==> config.mk <==
export PLATFORM = sky130hd
export DESIGN_NAME = battle_turn_scheduler
export DESIGN_NICKNAME = d
export VERILOG_FILES = /design/src/rtl/battle_turn_scheduler.sv
export SDC_FILE = /design/constraint.sdc
export NUM_CORES = 1
export LEC_CHECK = 0
export CAP_MARGIN = 20
export CORE_ASPECT_RATIO = 1.75
export CORE_UTILIZATION = 50
export CTS_CLUSTER_DIAMETER = 40
export DETAILED_ROUTE_END_ITERATION = 10
export GPL_TIMING_DRIVEN = 0
export PLACE_DENSITY = 0.81
export SLEW_MARGIN = 10
export SYNTH_ARGS = -nofsm -noshare
export SYNTH_HDL_FRONTEND = slang
export SYNTH_SLANG_ARGS = --single-unit
==> constraint.sdc <==
create_clock -name clk -period 4.76 [get_ports clk]
set_clock_uncertainty 0.2 [all_clocks]
set_input_delay 0.952 -clock clk [delete_from_list [all_inputs] [get_ports clk]]
set_output_delay 0.952 -clock clk [all_outputs]
set_load 0.02 [all_outputs]
==> src/rtl/battle_turn_scheduler.sv <==
// Sequences one battle turn: collects both moves, orders attacks by speed,
// drives the shared damage calculator, applies damage to owned HP registers.
//
// Ports:
//   clk, reset          : clock, synchronous active-high reset
//   start               : begin battle (ignored while busy)
//   p_hp_init/ai_hp_init: starting HP, sampled on accepted start
//   p_speed/ai_speed    : speed stats, sampled in ORDER
//   p_move_*/ai_move_*  : valid/ready move entry per trainer
//   calc_*              : req/done handshake to the damage calculator
//   p_hp/ai_hp          : current HP
//   turn_count          : completed turns, saturating at 255
//   busy/victory/loss   : status and held battle result
module battle_turn_scheduler #(
   parameter int HP_W  = 8,
   parameter int SPD_W = 8,
   parameter int DMG_W = 8
) (
   input  logic             clk,
   input  logic             reset,
   input  logic             start,
   input  logic [HP_W-1:0]  p_hp_init,
   input  logic [HP_W-1:0]  ai_hp_init,
   input  logic [SPD_W-1:0] p_speed,
   input  logic [SPD_W-1:0] ai_speed,
   input  logic             p_move_valid,
   input  logic [1:0]       p_move,
   output logic             p_move_ready,
   input  logic             ai_move_valid,
   input  logic [1:0]       ai_move,
   output logic             ai_move_ready,
   output logic             calc_req,
   output logic             calc_attacker,
   output logic [1:0]       calc_move,
   input  logic             calc_done,
   input  logic [DMG_W-1:0] calc_damage,
   output logic [HP_W-1:0]  p_hp,
   output logic [HP_W-1:0]  ai_hp,
   output logic [7:0]       turn_count,
   output logic             busy,
   output logic             victory,
   output logic             loss
);

   localparam int CW = HP_W + DMG_W;

   typedef enum logic [3:0] {
      S_IDLE,
      S_COLLECT,
      S_ORDER,
      S_CALC1,
      S_APPLY1,
      S_CALC2,
      S_APPLY2,
      S_VICTORY,
      S_LOSS
   } state_t;

   state_t           state;
   logic             p_have;
   logic             ai_have;
   logic [1:0]       p_mv;
   logic [1:0]       ai_mv;
   logic             tie_flag;
   logic [DMG_W-1:0] dmg;

   logic             p_xfer;
   logic             ai_xfer;
   logic             ai_first;
   logic [HP_W-1:0]  def_hp;
   logic [HP_W-1:0]  new_hp;
   logic [7:0]       tc_inc;

   // Saturating subtract done in a wider domain so HP and damage widths
   // may differ without wrap-around.
   function automatic logic [HP_W-1:0] sat_sub(
      input logic [HP_W-1:0]  h,
      input logic [DMG_W-1:0] d
   );
      logic [CW-1:0] hx;
      logic [CW-1:0] dx;
      logic [CW-1:0] r;
      hx = CW'(h);
      dx = CW'(d);
      r  = hx - dx;
      sat_sub = (hx > dx) ? r[HP_W-1:0] : '0;
   endfunction

   always_comb begin
      p_xfer  = p_move_valid & p_move_ready;
      ai_xfer = ai_move_valid & ai_move_ready;
      if (p_speed > ai_speed)
         ai_first = 1'b0;
      else if (ai_speed > p_speed)
         ai_first = 1'b1;
      else
         ai_first = tie_flag;
      // calc_attacker still names the current attacker during APPLY
      def_hp = calc_attacker ? p_hp : ai_hp;
      new_hp = sat_sub(def_hp, dmg);
      tc_inc = (turn_count != 8'hFF) ? turn_count + 8'd1 : turn_count;
   end

   always_ff @(posedge clk) begin
      if (reset) begin
         state         <= S_IDLE;
         p_have        <= 1'b0;
         ai_have       <= 1'b0;
         p_mv          <= 2'd0;
         ai_mv         <= 2'd0;
         tie_flag      <= 1'b0;
         dmg           <= '0;
         p_move_ready  <= 1'b0;
         ai_move_ready <= 1'b0;
         calc_req      <= 1'b0;
         calc_attacker <= 1'b0;
         calc_move     <= 2'd0;
         p_hp          <= '0;
         ai_hp         <= '0;
         turn_count    <= 8'd0;
         busy          <= 1'b0;
         victory       <= 1'b0;
         loss          <= 1'b0;
      end else begin
         unique case (state)
            S_IDLE, S_VICTORY, S_LOSS: begin
               if (start) begin
                  state         <= S_COLLECT;
                  p_hp          <= p_hp_init;
                  ai_hp         <= ai_hp_init;
                  turn_count    <= 8'd0;
                  tie_flag      <= 1'b0;
                  p_have        <= 1'b0;
                  ai_have       <= 1'b0;
                  p_move_ready  <= 1'b1;
                  ai_move_ready <= 1'b1;
                  busy          <= 1'b1;
                  victory       <= 1'b0;
                  loss          <= 1'b0;
               end
            end
            S_COLLECT: begin
               if (p_xfer) begin
                  p_mv         <= p_move;
                  p_have       <= 1'b1;
                  p_move_ready <= 1'b0;
               end
               if (ai_xfer) begin
                  ai_mv         <= ai_move;
                  ai_have       <= 1'b1;
                  ai_move_ready <= 1'b0;
               end
               if ((p_have | p_xfer) & (ai_have | ai_xfer))
                  state <= S_ORDER;
            end
            S_ORDER: begin
               state         <= S_CALC1;
               calc_req      <= 1'b1;
               calc_attacker <= ai_first;
               calc_move     <= ai_first ? ai_mv : p_mv;
               if (p_speed == ai_speed)
                  tie_flag <= ~tie_flag;
            end
            S_CALC1, S_CALC2: begin
               if (calc_done) begin
                  dmg      <= calc_damage;
                  calc_req <= 1'b0;
                  state    <= (state == S_CALC1) ? S_APPLY1 : S_APPLY2;
               end
            end
            S_APPLY1, S_APPLY2: begin
               if (calc_attacker)
                  p_hp <= new_hp;
               else
                  ai_hp <= new_hp;
               if (new_hp == '0) begin
                  // first faint ends the battle; any second attack is skipped
                  state         <= calc_attacker ? S_LOSS : S_VICTORY;
                  victory       <= ~calc_attacker;
                  loss          <= calc_attacker;
                  busy          <= 1'b0;
                  turn_count    <= tc_inc;
                  calc_attacker <= 1'b0;
                  calc_move     <= 2'd0;
               end else if (state == S_APPLY1) begin
                  state         <= S_CALC2;
                  calc_req      <= 1'b1;
                  calc_attacker <= ~calc_attacker;
                  calc_move     <= calc_attacker ? p_mv : ai_mv;
               end else begin
                  state         <= S_COLLECT;
                  turn_count    <= tc_inc;
                  p_have        <= 1'b0;
                  ai_have       <= 1'b0;
                  p_move_ready  <= 1'b1;
                  ai_move_ready <= 1'b1;
                  calc_attacker <= 1'b0;
                  calc_move     <= 2'd0;
               end
            end
            default: state <= S_IDLE;
         endcase
      end
   end

endmodule
== Word-level counts from Yosys, hierarchy flattened ==
Cells that the tools add are included.
Word-level totals
  register bits after elaboration: 52
  output and inout bits: 33
  input port bits: 50
Operators by class
  bitwise gates (word level): 7
  eq/ne operators: 23
  muxes and demuxes: 57
  magnitude comparators: 3
  add/sub/neg operators: 2
  reduce and logical (&&, ||, !) cells: 22
Operator list (number)
  $mux 8: 10
  $pmux 8 s2: 3
  $gt 8x8->1: 3
  $ne 2x2->1 const B: 12
  $mux 1: 21
  $mux 4: 5
  $pmux 4 s5: 1
  $reduce_and 3->1: 6
  $eq 4x3->1 const B: 4
  $pmux 1 s3: 5
  $mux 2: 5
  $pmux 1 s2: 5
  $reduce_and 5->1: 2
  $add 8x1->8 const B: 1
  $eq 4x2->1 const B: 2
  $eq 8x8->1: 1
  $logic_not 8->1: 1
  $ne 8x8->1 const B: 1
  $sub 8x8->8: 1
  $reduce_and 2->1: 3
  $reduce_bool 2->1: 3
  $reduce_bool 3->1: 2
  $eq 4x1->1 const B: 1
  $eq 4x4->1 const B: 1
  other kinds (10): 15

== Logic depth before layout (Yosys ltp) ==
Gate-level depths: netlist (run 1).
  word-level depth: 6
  mapped depth: 13
  mapped depth without buffers: 10

== Worst setup path before layout (run 1) ==
OpenSTA, ideal clock, no wires.
  path kind: register to register
  start: register calc_attacker
  end: register ai_have
  data required time: 4.441 ns
  arrival time: 3.392 ns
  stages on the path, launching flop included: 12
  setup slack: 1.050 ns
  setup time: 0.119 ns
  path buffers: 2
  cell sequence: dfxtp_1 clkbuf_1 buf_1 mux2_2 ha_1 nand2_1 a211o_1 a31o_1 or4_4 o21ai_2 a211oi_1 o221a_2
On the way
  cells in the longest elaborated chain, start to end: 6
  elaborated cells between the ends (all ways): 7
  classes of those cells: add/sub (1); order compare (1); eq/ne (1); mux (2); reduce/logical (2)
RTL lines
  from (decl): line 33  | output logic calc_attacker,
  from (signal assigned): line 159  | calc_attacker <= ai_first;
  from (signal assigned): line 188  | calc_attacker <= ~calc_attacker;
  $mux 8 (*): line 99  | def_hp = calc_attacker ? p_hp : ai_hp;
  $sub 8x8->8 or $gt 8x8->1 (tied branches): line 85, 86
  $mux 8 (*): line 86  | sat_sub = (hx > dx) ? r[HP_W-1:0] : '0;
  $logic_not 8->1 (*): line 176  | if (new_hp == '0) begin
  $ne 2x2->1 (no source line) (*)
  $reduce_and 5->1 (no source line) (*)
  to (signal assigned): line 108  | ai_have <= 1'b0;
  to (signal assigned): line 134  | ai_have <= 1'b0;
  to (signal assigned): line 194  | ai_have <= 1'b0;
  to (decl): line 61  | logic ai_have;
Every way passes the cells marked *; elsewhere a longest branch is shown, timed or not.
A chain may end at the register's enable or synchronous reset.

== Worst setup path in the final report (run 1) ==
  start: register calc_attacker
  end: register ai_hp[5]
On the way
  cells in the longest elaborated chain, start to end: 5
  elaborated cells between the ends (all ways): 8
  classes of those cells: add/sub (1); order compare (1); eq/ne (1); mux (4); reduce/logical (1)
RTL lines
  $mux 8: line 99
  $sub 8x8->8 or $gt 8x8->1 (tied branches): line 85, 86
  $mux 8: line 86
  $mux 8: line 172  | if (calc_attacker)
  $pmux 8 s2: line 125  | unique case (state)
  to (signal assigned): line 130  | ai_hp <= ai_hp_init;
  to (signal assigned): line 175  | ai_hp <= new_hp;
  to (decl): line 38  | output logic [HP_W-1:0] ai_hp,
Several ways; a longest one is shown, not always the timed one. The select of a mux whose other input is x is not followed.

==> results of run 1 <==
## final cells by class
cell class,instances,area share (%)
multi-input combinational,320,47.56
sequential,52,23.43
timing repair buffer,81,18.25
buffer,22,3.154
clock buffer,6,2.901
tap,82,2.309
inverter,24,2.028
clock inverter,2,0.3661
## kinds of logic after synthesis
logic type	count (synthesis)	synth area share [%]
adders and majority gates	19	7.246
xor gates and xnor gates	3	0.7765
and+or+nand+nor	139	19.93
DFF	52	30.76
AOI/OAI and AO/OA	134	26.80
buffers and inverters	46	6.802
muxes	25	7.689
## per-layer routing
| layer | up-vias | share of wire, % |
|---|---|---|
| met2 | 143 | 55 |
| met3 | 31 | 4.7 |
| li1 | 1717 | - |
| met5 | - | 0 |
| met1 | 1630 | 35 |
| met4 | 0 | 4.8 |
## worst min-delay path by stage
stage | startpoint | to | slack, ns | cells past startpoint
after floorplan | dmg[2]$_SDFFE_PP0P_ | dmg[2]$_SDFFE_PP0P_ | 0.26 | 2
after global placement | victory$_SDFFE_PP0P_ | victory$_SDFFE_PP0P_ | 0.26 | 2
after detailed placement | victory$_SDFFE_PP0P_ | victory$_SDFFE_PP0P_ | 0.27 | 2
after CTS | victory$_SDFFE_PP0P_ | victory$_SDFFE_PP0P_ | 0.28 | 2
after global routing | dmg[2]$_SDFFE_PP0P_ | dmg[2]$_SDFFE_PP0P_ | 0.31 | 2
final | victory$_SDFFE_PP0P_ | victory$_SDFFE_PP0P_ | 0.27 | 2
## worst register-to-register path, delay by kind of cell, from the launching register on
kind,cells,cell delay (ns)
buffers and inverters,2,0.86
multiplexers,1,0.24
flip-flops,1,0.33
AND/OR/NAND/NOR,3,0.93
AO/OA/AOI/OAI,4,1.01
adder cells (fa/ha/maj),2,0.66
## registers in the layout (all words and copies together), names as in the netlist, 2 cells and up
register,flops
ai_mv,2
turn_count,8
p_mv,2
calc_move,2
dmg,8
state,4
p_hp,8
ai_hp,8
## cell usage in the layout, fill, tap and decap left out, drive strengths merged, types with 3 or more instances in the layout
cell and n:
buf 6, mux2i 17, a311oi 4, a21o 3, o21ai 24, o31ai 3
inv 24, clkbuf 22, nor3 7, ha 18, and2 3, o2111ai 4
nand2 31, and3 3, a21boi 3, o221ai 3, mux2 8, nand4 8
clkdlybuf4s50 81, o22ai 4, o211ai 4, a31oi 4, nand3 5, nor4 3
or4 5, or3 8, a211oi 20, nor2 52, dfxtp 52, nor3b 3
o21a 7, nor2b 4, a21oi 38
## power groups by stage
stage	clock (uW)	combinational [uW]	sequential, uW
6_report	363	742	506
5_1_grt	381	805	510
4_1_cts	366	736	506
3_5_place_dp	0	731	515
3_3_place_gp	0	719	515
2_1_floorplan	0	461	549
## metrics by stage
stage                     hold slack [ns]  instances  area, um^2  total power [uW]
final                              0.2741        589        4443              1612
after global routing               0.3129        589        4443              1696
after CTS                          0.2782        589        4443              1608
after detailed placement           0.2685        581        4298              1247
after global placement             0.2622        581        4298              1234
after floorplan                    0.2604        418        3385              1010
==> results.toml, run 1 <==
[global_routing]
gr-usage-met2_pct = 56.10
busiest_layer = "met2"
grt_util_met3_pct = 3.704
grtUsageTotal_pct = 28.67
grt_max_degree = 17
grt_overflow = 0
number_of_global_route_vias_before_repair = 3478
grt_util_met1_pct = 26.69
antenna_violations_before_repair = 0
grt_pass1_wl_um = 15780

[pwr]
cell_internal_pwr_uw = 982.2
pwr_density_cell_nw_per_um2 = 362.8
power.clock.fraction_pct = 22.5
leakagePower_uw = 0.001650
p_seq_share_pct = 31.4
sw_frac_of_total_pct = 39.06
switching_power_uw = 629.6
combPwrFrac_pct = 46.0
irDropWorstVdd_mv = 0.3090

[logic_synthesis]
yosysTopAreaCellShare_pct = 30.76
synth_cells = 418
yosys.area.top_type = "sky130_fd_sc_hd__dfxtp_1"
number_of_enable_flip_flop_cells_after_synthesis = 0
syn-cell-area_um2 = 3384
synth_sequential_area_ratio_pct = 30.76
postSynthRegisterBits = 52
synth.area.top_cells = "sky130_fd_sc_hd__dfxtp_1, sky130_fd_sc_hd__ha_1, sky130_fd_sc_hd__nor2_1"
post_synth_num_cell_types = 59
synth.yosys.warnings = 0
synth_ff_type = "sky130_fd_sc_hd__dfxtp_1"
postSynthNetCount = 487
async_flop_share_pct = 0
synth.cells.most_frequent = "sky130_fd_sc_hd__dfxtp_1, sky130_fd_sc_hd__nor2_1, sky130_fd_sc_hd__a21oi_1"
synth.avg_cell_area_um2 = 8.097

[setup_path]
rr_worst_depth = 12
crit_slowest_cell = "sky130_fd_sc_hd__buf_1"
cp_data_arrival_time_ns = 4.33
worstSetupStartpoint = "calc_attacker$_SDFFE_PP0P_"
path_depth = 12
worst_endpoint_required_time_ns = 4.78
worst_path_most_repeated_cell = "sky130_fd_sc_hd__a21oi_1"
crit_end = "ai_hp[5]$_SDFFE_PP0P_"
startpoint_type = "register"
regToRegEndpoint = "ai_hp[5]$_SDFFE_PP0P_"
critical_path.endpoint_type = "register"
critical_path.cell_chain = "clkbuf_1 > buf_1 > mux2i_1 > ha_1 > fa_1 > nor2b_1 > o221ai_1 > a21oi_1 > nand2_1 > nor3b_1 > a21oi_1 > a211oi_1"
worstReg2RegStart = "calc_attacker$_SDFFE_PP0P_"
largest_stage_delay_on_the_critical_path_ns = 0.55
r2r_setup_slack_ns = 0.45
critical_path_buf_inv_count = 2
path_max_fanout = 10
criticalPathCategory = "register to register"
path_delay_family = "compound AO/OA/AOI/OAI gates"

[floorplan]
top_level_ports = 83
rows = 39
die_height_um = 110.8
coreArea_um2 = 6539
design.die.area_um2 = 7115
floorplan.initialDensity_pct = 51.76
horiz_die_dim_um = 64.20

[cells_and_area]
area_of_all_sequential_standard_cells_um2 = 1041
post_route_cells_drive_above_1_share_pct = 7.101
n_antenna_cell = 0
flow.area_growth_from_synthesis_pct = 31.28
filler_cell_count = 552
multi_input_comb_area_um2 = 2113
utilization_pct = 67.95
nets = 575

[clocking]
clk_transition_reported_paths_ns = 0.07
numClockSinks = 52
clk_root_buffer_cell = "sky130_fd_sc_hd__clkbuf_16"
cts-buffers-inserted = 5
h-tree-depth = 2
post_cts.resized_instances = 0
cts-hold-fix-buffers = 0
clk_latency_ns = 0.30
cts_buffer_depth = 2
post-cts-setup-buffer-count = 0
tritoncts_clock_tree = "done"

[detailed_routing]
totalWireLength_um = 9779
post_drt_wl_per_cell_um = 16.60
drt.antenna.violating_nets = 0
drc = 0
detail_route.iter0.violations = 212
vias = 3521
drt-pass1-iter-count = 9
route.detailed.vias_per_inst = 5.978

[worst_hold_path]
worst_hold_path_type = "register to register"

[timing]
timing.final.ws_setup_ns = 0.4522
worst_slew_pin_slew_ns = 0.7485
setup_viol = 0
tns_ns = 0
maxClockFrequency_mhz = 232.1
min_tclk_post_route_ns = 4.308
relSlewSlack_pct = 50.10
timing.final.max_slew_violations = 0
post-route-period-util_pct = 90.50
grt_setup_unrepaired = "no"
hold_violations = 0

[placement]
gp_routability_congestion = 0.9093
portBuffers = 81
place.detailed.hpwl_um = 7678
post-place-ws_ns = 0.5141

[job]
max-cap-violations = 0

[status]
status = "completed"
Power figures use the tool's default switching activity.
==> run 2: changes to the inputs <==
--- a/config.mk
+++ b/config.mk
@@ -10,6 +10,7 @@
 export CORE_UTILIZATION = 50
 export CTS_CLUSTER_DIAMETER = 40
 export DETAILED_ROUTE_END_ITERATION = 10
+export GPL_ROUTABILITY_DRIVEN = 0
 export GPL_TIMING_DRIVEN = 0
 export PLACE_DENSITY = 0.81
 export SLEW_MARGIN = 10
==> results.toml, run 2 (same netlist as run 1, synthesis figures left out) <==
[pwr]
sw_frac_of_total_pct = 37.79
combPwrFrac_pct = 44.3
pwr_density_cell_nw_per_um2 = 373.1
leakagePower_uw = 0.001664
power.clock.fraction_pct = 25.3
irDropWorstVdd_mv = 0.2200
p_seq_share_pct = 30.4
cell_internal_pwr_uw = 1036
switching_power_uw = 629.6
post-layout-total-power_uw = 1666

[cells_and_area]
n_antenna_cell = 0
leading_cell_types_in_the_layout_fill_and_taps_excluded = "sky130_fd_sc_hd__clkdlybuf4s50_1, sky130_fd_sc_hd__nor2_1, sky130_fd_sc_hd__dfxtp_1, sky130_fd_sc_hd__a21oi_1, sky130_fd_sc_hd__nand2_1"
nets = 575
post_route_cells_drive_above_1_share_pct = 7.101
layout.cells.most_common = "sky130_fd_sc_hd__clkdlybuf4s50_1"
flow.area_growth_from_synthesis_pct = 31.94

[timing]
tns_ns = 0
grt_setup_unrepaired = "no"
holdWs_ns = 0.2747
relSlewSlack_pct = 53.25
hold_violations = 0
timing.final.max_slew_violations = 0
worst_slew_pin_slew_ns = 0.7012
min_tclk_post_route_ns = 4.246
setup_viol = 0
post-route-period-util_pct = 89.19
maxClockFrequency_mhz = 235.5

[clocking]
clk_root_buffer_cell = "sky130_fd_sc_hd__clkbuf_16"
tritoncts_clock_tree = "done"
cts-buffers-inserted = 5
post-cts-setup-buffer-count = 0
post_cts.resized_instances = 0
cts-hold-fix-buffers = 0
h-tree-depth = 2
clk_transition_reported_paths_ns = 0.07
clk_latency_ns = 0.30
numClockSinks = 52
cts_buffer_depth = 2

[placement]
place.detailed.hpwl_um = 7605
portBuffers = 81

[global_routing]
grt_pass1_wl_um = 15750
grtUsageTotal_pct = 28.41
grt_overflow = 0
grt_max_degree = 17
number_of_global_route_vias_before_repair = 3402
antenna_violations_before_repair = 0

[detailed_routing]
totalWireLength_um = 9664
post_drt_wl_per_cell_um = 16.41
drt-pass1-iter-count = 4
drc = 0
detail_route.iter0.violations = 146
route.detailed.vias_per_inst = 5.878
vias = 3462
drt.antenna.violating_nets = 0

[floorplan]
rows = 39
design.die.area_um2 = 7115
floorplan.initialDensity_pct = 51.76
die_height_um = 110.8
horiz_die_dim_um = 64.20
top_level_ports = 83
coreArea_um2 = 6539

[worst_hold_path]
worst_hold_path_type = "register to register"

[job]
max-cap-violations = 0

[setup_path]
criticalPathCategory = "register to register"
critical_path.endpoint_type = "register"
startpoint_type = "register"
cp_data_arrival_time_ns = 4.26
worst_endpoint_required_time_ns = 4.78
path_max_fanout = 10

[status]
status = "completed"
[run 2: cell types whose count changed in the layout (fill, tap and decap cells not counted)]
| cell | before | now |
|---|---|---|
| sky130_fd_sc_hd__clkinv_4 | 1 | 0 |
| sky130_fd_sc_hd__bufinv_16 | 0 | 1 |
| sky130_fd_sc_hd__inv_6 | 0 | 1 |
| sky130_fd_sc_hd__clkinvlp_4 | 1 | 0 |
[run 2: power by group through the flow]
stage / logic, uW / clock network, uW / registers, uW
finish: 738 / 421 / 506
global route: 806 / 439 / 511
CTS: 731 / 423 / 506
detailed placement: 729 / 0 / 516
global placement: 712 / 0 / 514
floorplan: 461 / 0 / 549
[run 2: cell type report]
class	instances	area (um^2)
Clock buffer	6	128.9
Buffer	22	140.1
Clock inverter	2	38.79
Fill cell	564	2073
Timing Repair Buffer	81	810.8
Sequential cell	52	1041
Inverter	24	90.09
Tap cell	82	102.6
Multi-Input combinational cell	320	2113
[run 2: critical path, stage by stage, from the launching register on]
cell and delay [ns]:
sky130_fd_sc_hd__dfxtp_1 0.33, sky130_fd_sc_hd__clkbuf_1 0.30, sky130_fd_sc_hd__buf_1 0.52, sky130_fd_sc_hd__mux2i_1 0.25, sky130_fd_sc_hd__ha_1 0.26, sky130_fd_sc_hd__fa_1 0.40
sky130_fd_sc_hd__nor2b_1 0.27, sky130_fd_sc_hd__o221ai_1 0.20, sky130_fd_sc_hd__a21oi_1 0.48, sky130_fd_sc_hd__nand2_1 0.23, sky130_fd_sc_hd__nor3b_1 0.40, sky130_fd_sc_hd__a21oi_1 0.08
sky130_fd_sc_hd__a211oi_1 0.24
[run 2: layer usage]
layer  global-route usage (%)  part of all wire, %  routed length (um)
met1                    27.18                   35                3389
met2                    54.89                   56                5427
met3                    4.218                  4.6                 446
met4                    16.15                  4.1                 400
met5                        0                    0                   0
[run 2: worst paths after layout]
path	startpoint	endpoint	slack (ns)	cells past startpoint
worst max-delay path	calc_attacker$_SDFFE_PP0P_	ai_hp[5]$_SDFFE_PP0P_	0.51	12
worst min register to register	victory$_SDFFE_PP0P_	victory$_SDFFE_PP0P_	0.27	2
worst max register to register	calc_attacker$_SDFFE_PP0P_	ai_hp[5]$_SDFFE_PP0P_	0.51	12
worst min-delay path	victory$_SDFFE_PP0P_	victory$_SDFFE_PP0P_	0.27	2
[run 2: stage by stage]
step	std cells	worst slack [ns]	cell area, um^2	utilization (%)
floorplan	418	1.050	3385	-
global placement	581	0.6140	4298	65.73
detailed placement	581	0.5174	4298	65.73
CTS	589	0.4921	4466	68.29
global route	589	0.1698	4466	68.29
finish	589	0.5143	4466	68.29
